--- src/rtl/inst_fetch_unit.sv ---
// Instruction fetch front end: drives the PC into a combinational instruction
// memory and queues {pc, word} pairs in an in-order buffer for decode.
module inst_fetch_unit #(
    parameter int ADDR_W    = 16,
    parameter int INST_W    = 16,
    parameter int MEM_DEPTH = 38,
    parameter int RESET_PC  = 0,
    parameter int BUF_DEPTH = 2
) (
    input  logic              clk,
    input  logic              rst_n,
    output logic [ADDR_W-1:0] pc_o,
    input  logic [INST_W-1:0] inst_i,
    input  logic              redirect_i,
    input  logic [ADDR_W-1:0] redirect_pc_i,
    output logic              inst_valid_o,
    input  logic              inst_ready_i,
    output logic [INST_W-1:0] inst_o,
    output logic [ADDR_W-1:0] inst_pc_o,
    output logic              fetch_done_o
);

    localparam int PTR_W = (BUF_DEPTH > 1) ? $clog2(BUF_DEPTH) : 1;
    localparam int CNT_W = PTR_W + 1;
    localparam logic [CNT_W-1:0]  BUF_FULL = CNT_W'(BUF_DEPTH);
    localparam logic [ADDR_W-1:0] RST_PC   = ADDR_W'(RESET_PC);
    localparam logic [63:0]       MEM_LIM  = 64'(MEM_DEPTH);

    typedef enum logic [0:0] {
        ST_RUN = 1'b0,
        ST_END = 1'b1
    } state_t;

    localparam state_t RST_STATE = (RESET_PC >= MEM_DEPTH) ? ST_END : ST_RUN;

    function automatic logic in_range(input logic [ADDR_W-1:0] addr);
        in_range = (64'(addr) < MEM_LIM);
    endfunction

    state_t             state_r, state_nxt_s;
    logic [ADDR_W-1:0]  pc_r, pc_nxt_s, pc_inc_s;
    logic [PTR_W-1:0]   head_r, head_nxt_s, tail_r, tail_nxt_s;
    logic [CNT_W-1:0]   count_r, count_nxt_s;
    logic [ADDR_W-1:0]  buf_pc_r   [BUF_DEPTH];
    logic [INST_W-1:0]  buf_inst_r [BUF_DEPTH];
    logic               valid_s, pop_s, fen_s, push_s;

    assign valid_s  = (count_r != {CNT_W{1'b0}});
    assign pop_s    = valid_s && inst_ready_i;
    assign fen_s    = (state_r == ST_RUN) && ((count_r < BUF_FULL) || pop_s);
    assign pc_inc_s = pc_r + {{(ADDR_W-1){1'b0}}, 1'b1};

    // Next-state logic; a redirect flushes the buffer and overrides fetch and pop.
    always_comb begin
        state_nxt_s = state_r;
        pc_nxt_s    = pc_r;
        count_nxt_s = count_r;
        head_nxt_s  = head_r;
        tail_nxt_s  = tail_r;
        push_s      = 1'b0;
        if (redirect_i) begin
            pc_nxt_s    = redirect_pc_i;
            count_nxt_s = {CNT_W{1'b0}};
            head_nxt_s  = {PTR_W{1'b0}};
            tail_nxt_s  = {PTR_W{1'b0}};
            if (in_range(redirect_pc_i)) begin
                state_nxt_s = ST_RUN;
            end else begin
                state_nxt_s = ST_END;
            end
        end else begin
            push_s = fen_s;
            if (fen_s) begin
                pc_nxt_s   = pc_inc_s;
                tail_nxt_s = tail_r + {{(PTR_W-1){1'b0}}, 1'b1};
                // Running off the populated range, or wrapping the PC, ends fetch.
                if (!in_range(pc_inc_s) || (pc_inc_s == {ADDR_W{1'b0}})) begin
                    state_nxt_s = ST_END;
                end else begin
                    state_nxt_s = ST_RUN;
                end
            end else begin
                pc_nxt_s = pc_r;
            end
            if (pop_s) begin
                head_nxt_s = head_r + {{(PTR_W-1){1'b0}}, 1'b1};
            end else begin
                head_nxt_s = head_r;
            end
            case ({push_s, pop_s})
                2'b10:   count_nxt_s = count_r + {{(CNT_W-1){1'b0}}, 1'b1};
                2'b01:   count_nxt_s = count_r - {{(CNT_W-1){1'b0}}, 1'b1};
                default: count_nxt_s = count_r;
            endcase
        end
    end

    // State, PC and buffer pointer registers.
    always_ff @(posedge clk or negedge rst_n) begin
        if (!rst_n) begin
            state_r <= RST_STATE;
            pc_r    <= RST_PC;
            head_r  <= {PTR_W{1'b0}};
            tail_r  <= {PTR_W{1'b0}};
            count_r <= {CNT_W{1'b0}};
        end else begin
            state_r <= state_nxt_s;
            pc_r    <= pc_nxt_s;
            head_r  <= head_nxt_s;
            tail_r  <= tail_nxt_s;
            count_r <= count_nxt_s;
        end
    end

    // Buffer storage, written at the tail on each fetch.
    always_ff @(posedge clk or negedge rst_n) begin
        if (!rst_n) begin
            for (int i = 0; i < BUF_DEPTH; i++) begin
                buf_pc_r[i]   <= {ADDR_W{1'b0}};
                buf_inst_r[i] <= {INST_W{1'b0}};
            end
        end else if (push_s) begin
            buf_pc_r[tail_r]   <= pc_r;
            buf_inst_r[tail_r] <= inst_i;
        end
    end

    assign pc_o         = pc_r;
    assign inst_valid_o = valid_s;
    assign inst_o       = valid_s ? buf_inst_r[head_r] : {INST_W{1'b0}};
    assign inst_pc_o    = valid_s ? buf_pc_r[head_r] : {ADDR_W{1'b0}};
    assign fetch_done_o = (state_r == ST_END);

endmodule

--- config.mk ---
export PLATFORM = sky130hd
export DESIGN_NAME = inst_fetch_unit
export DESIGN_NICKNAME = d
export VERILOG_FILES = /design/src/rtl/inst_fetch_unit.sv
export SDC_FILE = /design/constraint.sdc
export NUM_CORES = 1
export LEC_CHECK = 0
export CAP_MARGIN = 20
export CORE_ASPECT_RATIO = 1.75
export CORE_MARGIN = 4
export CORE_UTILIZATION = 29
export CTS_CLUSTER_SIZE = 10
export DETAILED_ROUTE_END_ITERATION = 7
export HOLD_SLACK_MARGIN = 0.03
export PLACE_DENSITY = 0.56
export SYNTH_ARGS = -nofsm -noshare
export SYNTH_HDL_FRONTEND = slang
export SYNTH_SLANG_ARGS = --single-unit
--- constraint.sdc ---
create_clock -name clk -period 4.2 [get_ports clk]
set_input_delay 0.42 -clock clk [delete_from_list [all_inputs] [get_ports clk]]
set_output_delay 0.42 -clock clk [all_outputs]
set_load 0.01 [all_outputs]
* Word level (Yosys, flattened, before mapping)
Cells that the tools add are included.
** Word-level totals
- Flip-flop bits (word level) :: 85
- Input bits :: 36
- Output and inout bits :: 50
- Word-level logic and storage cells :: 61
** Cells by class
- $add $sub $neg :: 5
- Order comparisons :: 6
- Equality and inequality tests :: 2
- Mux-type cells :: 25
- Bitwise gates (word level) :: 3
- Reductions and logical operators :: 11
** Operators by type and width (count)
- 16-bit two-way mux :: 11
- 32-bit bitwise mux :: 2
- 16-bit by 6-bit less-than comparator with 1-bit output (second input constant) :: 2
- 16-bit by 1-bit adder with 16-bit output (second input constant) :: 1
- 16-bit demux with 1-bit select :: 1
- 16-bit logical NOT :: 1
- 1-bit two-way mux :: 9
- 2-bit nonzero test :: 3
- 2-bit >= comparator (second input constant) :: 2
- 1-bit inverter with 2-bit output :: 2
- 2-bit one-hot mux with 2 select lines :: 1
- 1-bit logical AND :: 3
- 3-bit nonzero test :: 1
- 1-bit adder (second input constant) :: 2
- 2-bit by 1-bit adder with 2-bit output (second input constant) :: 1
- 2-bit by 1-bit == test with 1-bit output (second input constant) :: 1
- 2-bit == test (second input constant) :: 1
- 1-bit logical OR :: 2
- 2-bit by 1-bit less-than comparator with 1-bit output (second input constant) :: 1
- 2-bit less-than comparator (second input constant) :: 1
- 2-bit two-way mux :: 1
- 2-bit by 1-bit subtractor with 2-bit output (second input constant) :: 1
- 1-bit logical NOT :: 1
- 1-bit inverter :: 1

* Logic depth before layout (Yosys ltp)
Gate-level depths: netlist of run 1.
- Depth after elaboration :: 7
- Gate-level depth with buffers :: 7
- Depth with buffers taken out :: 6

* Worst setup path before layout of run 1
No wires, ideal clock.
- Path type :: register -> register
- Start point :: register pc_r[0] (netlist: pc_o[0])
- End point :: register state_r (netlist: fetch_done_o)
- Library setup time :: 0.129 ns
- Arrival :: 2.178 ns
- Required time :: 4.071 ns
- Path slack :: 1.892 ns
- Stages on the path, launching flop included :: 8
- Buffers on the path :: 1
- Period minus slack after synthesis :: 2.308 ns
- Path through :: dfrtp_1 -> ha_1 -> buf_4 -> nand4_4 -> or4_4 -> and4bb_1 -> o2111ai_1 -> o41a_1
** Between the ends
- Word-level cells in the longest chain between the ends :: 7
- Elaborated cells on any way between the ends :: 8
- Those cells by class :: 1 x add/sub; 1 x order compare; 3 x mux; 3 x reduce/logical
** Ends and longest elaborated chain
- start: declaration :: line 41 : logic [ADDR_W-1:0] pc_r, pc_nxt_s, pc_inc_s;
- start signal: assignment :: line 108 : pc_r <= pc_nxt_s;
- 16-bit by 1-bit adder with 16-bit output (*) :: line 51 : assign pc_inc_s = pc_r + {{(ADDR_W-1){1'b0}}, 1'b1};
- 16-bit by 6-bit less-than comparator with 1-bit output :: line 37 : in_range = (64'(addr) < MEM_LIM);
- 1-bit logical NOT :: line 77 : if (!in_range(pc_inc_s) || (pc_inc_s == {ADDR_W{1'b0}})) begin
- 1-bit logical OR (*) :: line 77
- 1-bit two-way mux (*) :: line 77
- 1-bit two-way mux (*) :: line 73 : if (fen_s) begin
- 1-bit two-way mux (*) :: line 61 : if (redirect_i) begin
- end signal: assignment :: line 107 : state_r <= state_nxt_s;
- end: declaration :: line 40 : state_t state_r, state_nxt_s;
Every way passes the cells marked *; elsewhere a longest branch is shown, timed or not. The select of a mux whose other input is x is not followed.
A chain may end at the register's enable or synchronous reset.

* Worst setup path in the final report of run 1
- Start point :: register head_r
- End point :: output port inst_pc_o[3]
** Between the ends
- Word-level cells in the longest chain between the ends :: 5
** Ends and longest elaborated chain
- start: declaration :: line 42 : logic [PTR_W-1:0] head_r, head_nxt_s, tail_r, tail_nxt_s;
- start signal: assignment :: line 103 : head_r <= {PTR_W{1'b0}};
- start signal: assignment :: line 109 : head_r <= head_nxt_s;
- 1-bit inverter with 2-bit output (not written as such) :: line 131 : assign inst_pc_o = valid_s ? buf_pc_r[head_r] : {ADDR_W{1'b0}};
- 16-bit two-way mux (not written as such) (3 in series) :: line 131
- 16-bit two-way mux :: line 131
- end: declaration :: line 19 : output logic [ADDR_W-1:0] inst_pc_o,
No other way between the ends. The select of a mux whose other input is x is not followed.

==> results of run 1 <==
-- sequential cells by signal, indices dropped and copies added (netlist names) --
name / flops
fetch_done_o: 1
pc_o: 16
buf_pc_r: 32
head_r: 1
count_r: 2
tail_r: 1
buf_inst_r: 32
-- power by group --
group | switching [mW] | total (mW) | internal, mW
Sequential | 0.0588 | 0.920 | 0.861
Combinational | 0.0866 | 0.199 | 0.113
Clock | 0.323 | 0.980 | 0.657
-- worst max-delay path by stage --
stage	from	to	slack [ns]	depth (start not counted)
after floorplan	pc_o[0]	fetch_done_o	1.89	7
after global routing	head_r	inst_pc_o[3]	1.22	3
after detailed placement	inst_ready_i	buf_pc_r[2]	1.28	6
after CTS	head_r	inst_pc_o[3]	1.32	3
after global placement	inst_ready_i	buf_inst_r[15]	1.33	6
final	head_r	inst_pc_o[3]	1.40	3
-- cell families (layout without fill, tap and decap cells) --
group | Yosys count | after routing | share of synthesized area
compound gates | 40 | 40 | 0.0573
xor+xnor | 19 | 19 | 0.0379
mux | 99 | 99 | 0.244
simple gates | 120 | 120 | 0.134
flops | 85 | 85 | 0.484
fa+ha+maj | 1 | 1 | 0.00285
buf+inv | 39 | 112 | 0.0396
-- layer usage --
layer  wire, um  vias up
li1           -     1544
met1       4470     1616
met2       5690       89
met3        618       13
met4        208        0
met5          0        -
-- worst max-delay path, cell delays in order, from the launching register on --
cell and delay [ns]:
sky130_fd_sc_hd__dfrtp_2 1.07, sky130_fd_sc_hd__mux2i_1 0.19, sky130_fd_sc_hd__nor2_1 0.18, sky130_fd_sc_hd__clkdlybuf4s50_1 0.56
-- through the flow --
stage | cells | cell area, um^2 | utilization
floorplan | 403 | 4390 | -
CTS | 657 | 5740 | 0.387
global placement | 641 | 5360 | 0.361
finish | 659 | 5770 | 0.389
detailed placement | 641 | 5360 | 0.361
global route | 659 | 5770 | 0.389
-- cells in the final DEF (no fill, tap or decap), types with 2 or more instances in the layout --
master / instances
sky130_fd_sc_hd__dfrtp_1: 84
sky130_fd_sc_hd__clkdlybuf4s50_1: 84
sky130_fd_sc_hd__mux2_2: 61
sky130_fd_sc_hd__nor2_1: 46
sky130_fd_sc_hd__mux2i_1: 34
sky130_fd_sc_hd__nand2_1: 30
sky130_fd_sc_hd__o21ai_0: 21
sky130_fd_sc_hd__xnor2_1: 14
sky130_fd_sc_hd__nand3_1: 10
sky130_fd_sc_hd__nor3_1: 9
sky130_fd_sc_hd__clkbuf_16: 9
sky130_fd_sc_hd__inv_1: 5
sky130_fd_sc_hd__xor2_1: 5
sky130_fd_sc_hd__nor4_1: 5
sky130_fd_sc_hd__buf_4: 5
sky130_fd_sc_hd__a21oi_1: 4
sky130_fd_sc_hd__mux2_1: 4
sky130_fd_sc_hd__a211oi_1: 4
sky130_fd_sc_hd__bufinv_16: 4
sky130_fd_sc_hd__or3_1: 3
sky130_fd_sc_hd__nand4_1: 3
sky130_fd_sc_hd__nand4_4: 2
sky130_fd_sc_hd__o2111ai_1: 2
-- cell type report --
class                      instances  share of cell area
sequential                        85               0.369
multi-input combinational        279               0.365
timing repair buffer              91               0.159
clock buffer                      10              0.0414
tap                              183              0.0397
clock inverter                     6              0.0232
inverter                           5             0.00325
==> PnR_summary.wiki, run 1 <==
{| class="wikitable"
! Metric !! Value
|-
| Status || finished clean
|-
| Relative area change from synthesis to final layout || 31.5%
|-
| Number of placed I/O pins || 86
|-
| Number of buffers added for setup after CTS || 0
|-
| Worst endpoint data arrival time || 2.38 ns
|-
| Max-slew violation count || 0
|-
| P per Cell Area || 364 nW/um^2
|-
| Leak pwr || 2.31 nW
|-
| Sink count of the clock tree || 85
|-
| Routing usage on met2 || 0.234
|-
| Core area || 14800 um^2
|-
| HPWL after detailed placement || 7600 um
|-
| Cell variety after synth || 44
|-
| Fraction of final layout cells sized beyond drive strength 1 || 0.191
|-
| Final net count || 508
|-
| Crit start category || flip-flop
|-
| Unrepaired setup endpoints after global routing || false
|-
| Critical R2R Launch || pc_o[0]
|-
| CTS tree || done
|-
| Drt drc || 0
|-
| Flip-flop and latch area || 2130 um^2
|-
| Pin count of the biggest net entering global routing || 86
|-
| Overall track demand over capacity in global routing || 0.134
|-
| Post-synthesis instance total || 403
|-
| Worst ir drop on vdd || 176 uV
|-
| Final Hold Slack || 0.490 ns
|-
| Filler cell count in the final layout || 1458
|-
| Count of flip-flops with a built-in enable after synthesis || 0
|-
| Slack of the critical path || 1.40 ns
|-
| List of most frequent post-synthesis cells || sky130_fd_sc_hd__dfrtp_1 (85), sky130_fd_sc_hd__mux2_2 (61), sky130_fd_sc_hd__nor2_1 (47)
|-
| Top achievable clock speed || 357 MHz
|-
| Via count of the first global-routing pass || 3387
|-
| Worst-path clk slew || 0.06 ns
|-
| Post-synth ARST share || 1.00
|-
| Nature of the critical path endpoint || primary output
|-
| Synthesized cell area || 4390 um^2
|-
| Final hold violation count || 0
|-
| Number of setup violations in the final report || 0
|-
| Antenna violations before repair || 0
|-
| Starting DRC count in detailed routing || 125
|-
| Weighted congestion reported at the end of routability-driven placement || 0.834
|-
| H-tree depth reported by CTS || 3
|-
| Final critical-path required period || 2.80 ns
|-
| Max FO, Critical Path || 33
|-
| Number of cells traversed by the worst register-to-register path || 6
|-
| Post-synthesis average cell area || 10.9 um^2
|-
| FF-to-FF End || fetch_done_o
|-
| Critical hold path startpoint || buf_pc_r[12]
|-
| Final-layout setup total negative slack || 0 ns
|-
| Grt ovf || 0
|-
| Cell taking the most area after synthesis || sky130_fd_sc_hd__dfrtp_1
|-
| Sequential share of the synthesized area || 0.484
|-
| Final worst clock skew || 0.00650 ns
|-
| Cells resized by post-CTS repair || 0
|-
| Routed length per placed instance || 16.7 um
|-
| Required @ worst endpoint || 3.78 ns
|-
| Slew margin rel. || 0.286
|-
| Die ar. || 17200 um^2
|-
| Register-to-register path setup slack || 1.70 ns
|-
| Net Count, Synth || 440
|-
| Final WL || 11000 um
|-
| Total area of multi-input combinational cells || 2110 um^2
|-
| Count of inserted antenna diode cells || 0
|-
| Worst Tran Pin Value || 1.07 ns
|-
| Top cells by area, synth || sky130_fd_sc_hd__dfrtp_1 (48%), sky130_fd_sc_hd__mux2_2 (16%), sky130_fd_sc_hd__mux2i_1 (7.8%), sky130_fd_sc_hd__nor2_1 (4.0%), sky130_fd_sc_hd__xnor2_1 (2.8%)
|-
| Number of buffers inserted for hold repair after clock tree synthesis || 0
|-
| Via count || 3262
|-
| Dominant register cell in the synthesized netlist || sky130_fd_sc_hd__dfrtp_1
|-
| Min-Delay Path Class || flip-flop to flip-flop
|-
| Vias/cell || 4.95
|-
| Max-cap violations || 0
|-
| Row count || 59
|-
| CTS Buf Count || 9
|-
| Yosys warns || 0
|-
| Most frequent cell after synthesis || sky130_fd_sc_hd__dfrtp_1
|-
| Critical path start-end classification || flip-flop to primary output
|-
| Overall power consumption || 2.10 mW
|-
| Share of Yosys cell area claimed by the top area cell type || 0.484
|-
| First-pass GRT wire length || 18000 um
|-
| Part of the cycle the worst path needs || 0.668
|-
| Clock insertion delay at the later pin of the skew report || 0.34 ns
|-
| Met3 GRT Util || 0.0249
|-
| Buffers added on ports || 85
|-
| Clk root buf || sky130_fd_sc_hd__clkbuf_16
|-
| Width of the chip || 101 um
|-
| Final ANT Viol Nets || 0
|-
| Total iterations of the first detailed-routing run || 4
|-
| Endpoint of the worst hold path || buf_pc_r[12]
|-
| Hold-critical path depth || 1
|-
| Clock Tree Buf Depth || 2
|-
| Pre-CTS setup slack || 1.28 ns
|-
| GR met1 Demand/Resource || 0.162
|-
| Flip-flop and latch count after synthesis || 85
|-
| Overall die height || 171 um
|-
| Busiest layer in global routing || met2
|-
| Starting Density || 0.296
|}
No activity file was read; power rests on OpenSTA's default activity.
==> run 2, diff against run 1 <==
- PLACE_DENSITY: 0.56 -> 0.58
- clock period: 4.2 -> 2.5 ns (I/O delays scaled with it)
==> run 2 against run 1 <==
  * Sequential power increased by 64%
  * Clock skew increased by 0.0020 ns
  * Utilization increased by 0.62 points
  * First-iteration DRC count increased by 91%
==> PnR_summary.wiki, run 2 (synthesis results as in run 1) <==
{| class="wikitable"
! Metric !! Value
|-
| Status || finished clean
|-
| Count of inserted antenna diode cells || 0 (unchanged)
|-
| Routed length per placed instance || 16.8 um (+0.88%)
|-
| CTS Buf Count || 9 (unchanged)
|-
| Top achievable clock speed || 445 MHz
|-
| Core area || 14800 um^2 (unchanged)
|-
| Pin count of the biggest net entering global routing || 55 (-36%)
|-
| Number of buffers added for setup after CTS || 0 (unchanged)
|-
| Required @ worst endpoint || 2.72 ns (-1.06 ns)
|-
| Die ar. || 17200 um^2 (unchanged)
|-
| CP bufs+invs || 0 (-1)
|-
| Worst-path clk slew || 0.06 ns (about the same)
|-
| Net Switching || 779 uW (+66%)
|-
| Crit start category || flip-flop
|-
| Overall track demand over capacity in global routing || 0.137 (+0.00323)
|-
| Slowest Stage Delay on Critical Path || 0.57 ns (-0.50 ns)
|-
| Via count of the first global-routing pass || 3518 (+3.9%)
|-
| Power share of the sequential group || 0.453 (+0.015)
|-
| Sink count of the clock tree || 85 (unchanged)
|-
| Final net count || 525 (+3.3%)
|-
| Weighted congestion reported at the end of routability-driven placement || 0.893 (+7.1%)
|-
| Pre-CTS setup slack || 0.157 ns (-1.12 ns)
|-
| Via count || 3328 (+2.0%)
|-
| Number of placed I/O pins || 86 (unchanged)
|-
| Width of the chip || 101 um (unchanged)
|-
| Final ANT Viol Nets || 0 (unchanged)
|-
| Slew margin rel. || 0.519 (+0.234)
|-
| Leak pwr || 2.37 nW (+2.7%)
|-
| Proportion of power drawn by combinational gates || 0.119 (+0.024)
|-
| Worst Tran Pin Value || 0.721 ns (-0.350 ns)
|-
| Max-slew violation count || 0 (unchanged)
|-
| Row count || 59 (unchanged)
|-
| Clock power share || 0.428 (-0.039)
|-
| Fraction of final layout cells sized beyond drive strength 1 || 0.213 (+0.0218)
|-
| HPWL after detailed placement || 8260 um (+8.7%)
|-
| Cells along the critical path || nand4_4, or4_4, and4bb_1, o2111ai_1, o41a_1
|-
| Final worst clock skew || 0.00853 ns (+0.00203 ns)
|-
| Max FO, Critical Path || 10 (-70%)
|-
| Starting Density || 0.296 (unchanged)
|-
| Family with the most delay on the worst path || simple AND/OR/NAND/NOR gates
|-
| Number of setup violations in the final report || 0 (unchanged)
|-
| Drt drc || 0 (unchanged)
|-
| CTS tree || done
|-
| Antenna violations before repair || 0 (unchanged)
|-
| Most used cells in the layout excluding fill and tap cells || sky130_fd_sc_hd__dfrtp_1 (84), sky130_fd_sc_hd__clkdlybuf4s50_1 (84), sky130_fd_sc_hd__mux2_2 (61)
|-
| Min-Delay Path Class || flip-flop to flip-flop
|-
| Relative area change from synthesis to final layout || 33.6%
|-
| Final Hold Slack || 0.485 ns (-0.00524 ns)
|-
| Clock Tree Buf Depth || 2 (unchanged)
|-
| H-tree depth reported by CTS || 3 (unchanged)
|-
| Overall die height || 171 um (unchanged)
|-
| Part of the cycle the worst path needs || 0.899
|-
| P per Cell Area || 570 nW/um^2 (+57%)
|-
| Worst endpoint data arrival time || 2.47 ns (+0.09 ns)
|-
| Total iterations of the first detailed-routing run || 4 (unchanged)
|-
| Unrepaired setup endpoints after global routing || false
|-
| Max-cap violations || 0 (unchanged)
|-
| Starting DRC count in detailed routing || 239 (+91%)
|-
| Clk root buf || sky130_fd_sc_hd__clkbuf_16
|-
| First-pass GRT wire length || 18600 um (+3.3%)
|-
| Nature of the critical path endpoint || flip-flop
|-
| Cells resized by post-CTS repair || 0 (unchanged)
|-
| Vias/cell || 4.92 (-0.54%)
|-
| Cell-internal power || 2.56 mW (+57%)
|-
| Final hold violation count || 0 (unchanged)
|-
| Grt ovf || 0 (unchanged)
|-
| Final WL || 11400 um (+3.5%)
|-
| Cell with the largest stage delay on the worst path || sky130_fd_sc_hd__dfrtp_1
|-
| Slack of the critical path || 0.251 ns (-1.14 ns)
|-
| Clock insertion delay at the later pin of the skew report || 0.33 ns (about the same)
|-
| Buffers added on ports || 85 (unchanged)
|-
| Critical path start-end classification || flip-flop to flip-flop
|-
| Final critical-path required period || 2.25 ns
|-
| Final-layout setup total negative slack || 0 ns (unchanged)
|-
| Net switching share of the total power || 0.233 (+0.0100)
|-
| Worst ir drop on vdd || 334 uV (+89%)
|}
## run 2: changes by cell type in the layout (fill, tap and decap cells not counted)
cell and delta:
sky130_fd_sc_hd__clkinv_2 -1, sky130_fd_sc_hd__buf_12 +3, sky130_fd_sc_hd__clkbuf_1 +3, sky130_fd_sc_hd__buf_4 +15, sky130_fd_sc_hd__bufinv_16 -2, sky130_fd_sc_hd__buf_16 -1
## run 2: per-layer routing
layer | vias up | global-route usage | routed length, um
met4 | 0 | 0.0584 | 259
met5 | - | 0 | 0
met2 | 80 | 0.239 | 5900
met1 | 1658 | 0.164 | 4700
li1 | 1575 | - | -
met3 | 15 | 0.0241 | 506
## run 2: per-stage QoR
step / power (mW) / std cells / utilization / instance area, um^2
floorplan: 1.72 / 403 / - / 4390
global placement: 1.93 / 659 / 0.373 / 5540
detailed placement: 1.94 / 659 / 0.373 / 5540
CTS: 3.38 / 676 / 0.395 / 5860
global route: 3.49 / 676 / 0.395 / 5860
finish: 3.34 / 676 / 0.395 / 5860
## run 2: area by class of cell
cell class,instances,area (um^2)
Tap cell,183,229
Fill cell,1472,8970
Clock buffer,13,250
Clock inverter,3,68.8
Multi-Input combinational cell,279,2110
Inverter,5,18.8
Sequential cell,85,2130
Timing Repair Buffer,108,1060
## run 2: power groups by stage
stage	sequential [mW]	clock, mW	combinational [mW]
after global placement	1.53	0	0.395
after floorplan	1.52	0	0.196
final	1.51	1.43	0.398
after detailed placement	1.54	0	0.401
after global routing	1.52	1.53	0.441
after CTS	1.51	1.46	0.404
## run 2: timing repair
item                                    4_1_cts  5_1_grt
hold buffers                                  1        0
endpoints found under the hold margin        53        0
endpoints found under the setup margin        0        0
## run 2: worst paths after layout
check	startpoint	to	slack [ns]	cells after the start
min in group asynchronous	rst_n	buf_inst_r[2]	0.53	2
max in group asynchronous	rst_n	buf_pc_r[19]	1.33	3
worst min register to register	buf_pc_r[12]	buf_pc_r[12]	0.48	1
worst min-delay path	buf_pc_r[12]	buf_pc_r[12]	0.48	1
worst max-delay path	pc_o[2]	fetch_done_o	0.25	5
worst max register to register	pc_o[2]	fetch_done_o	0.25	5
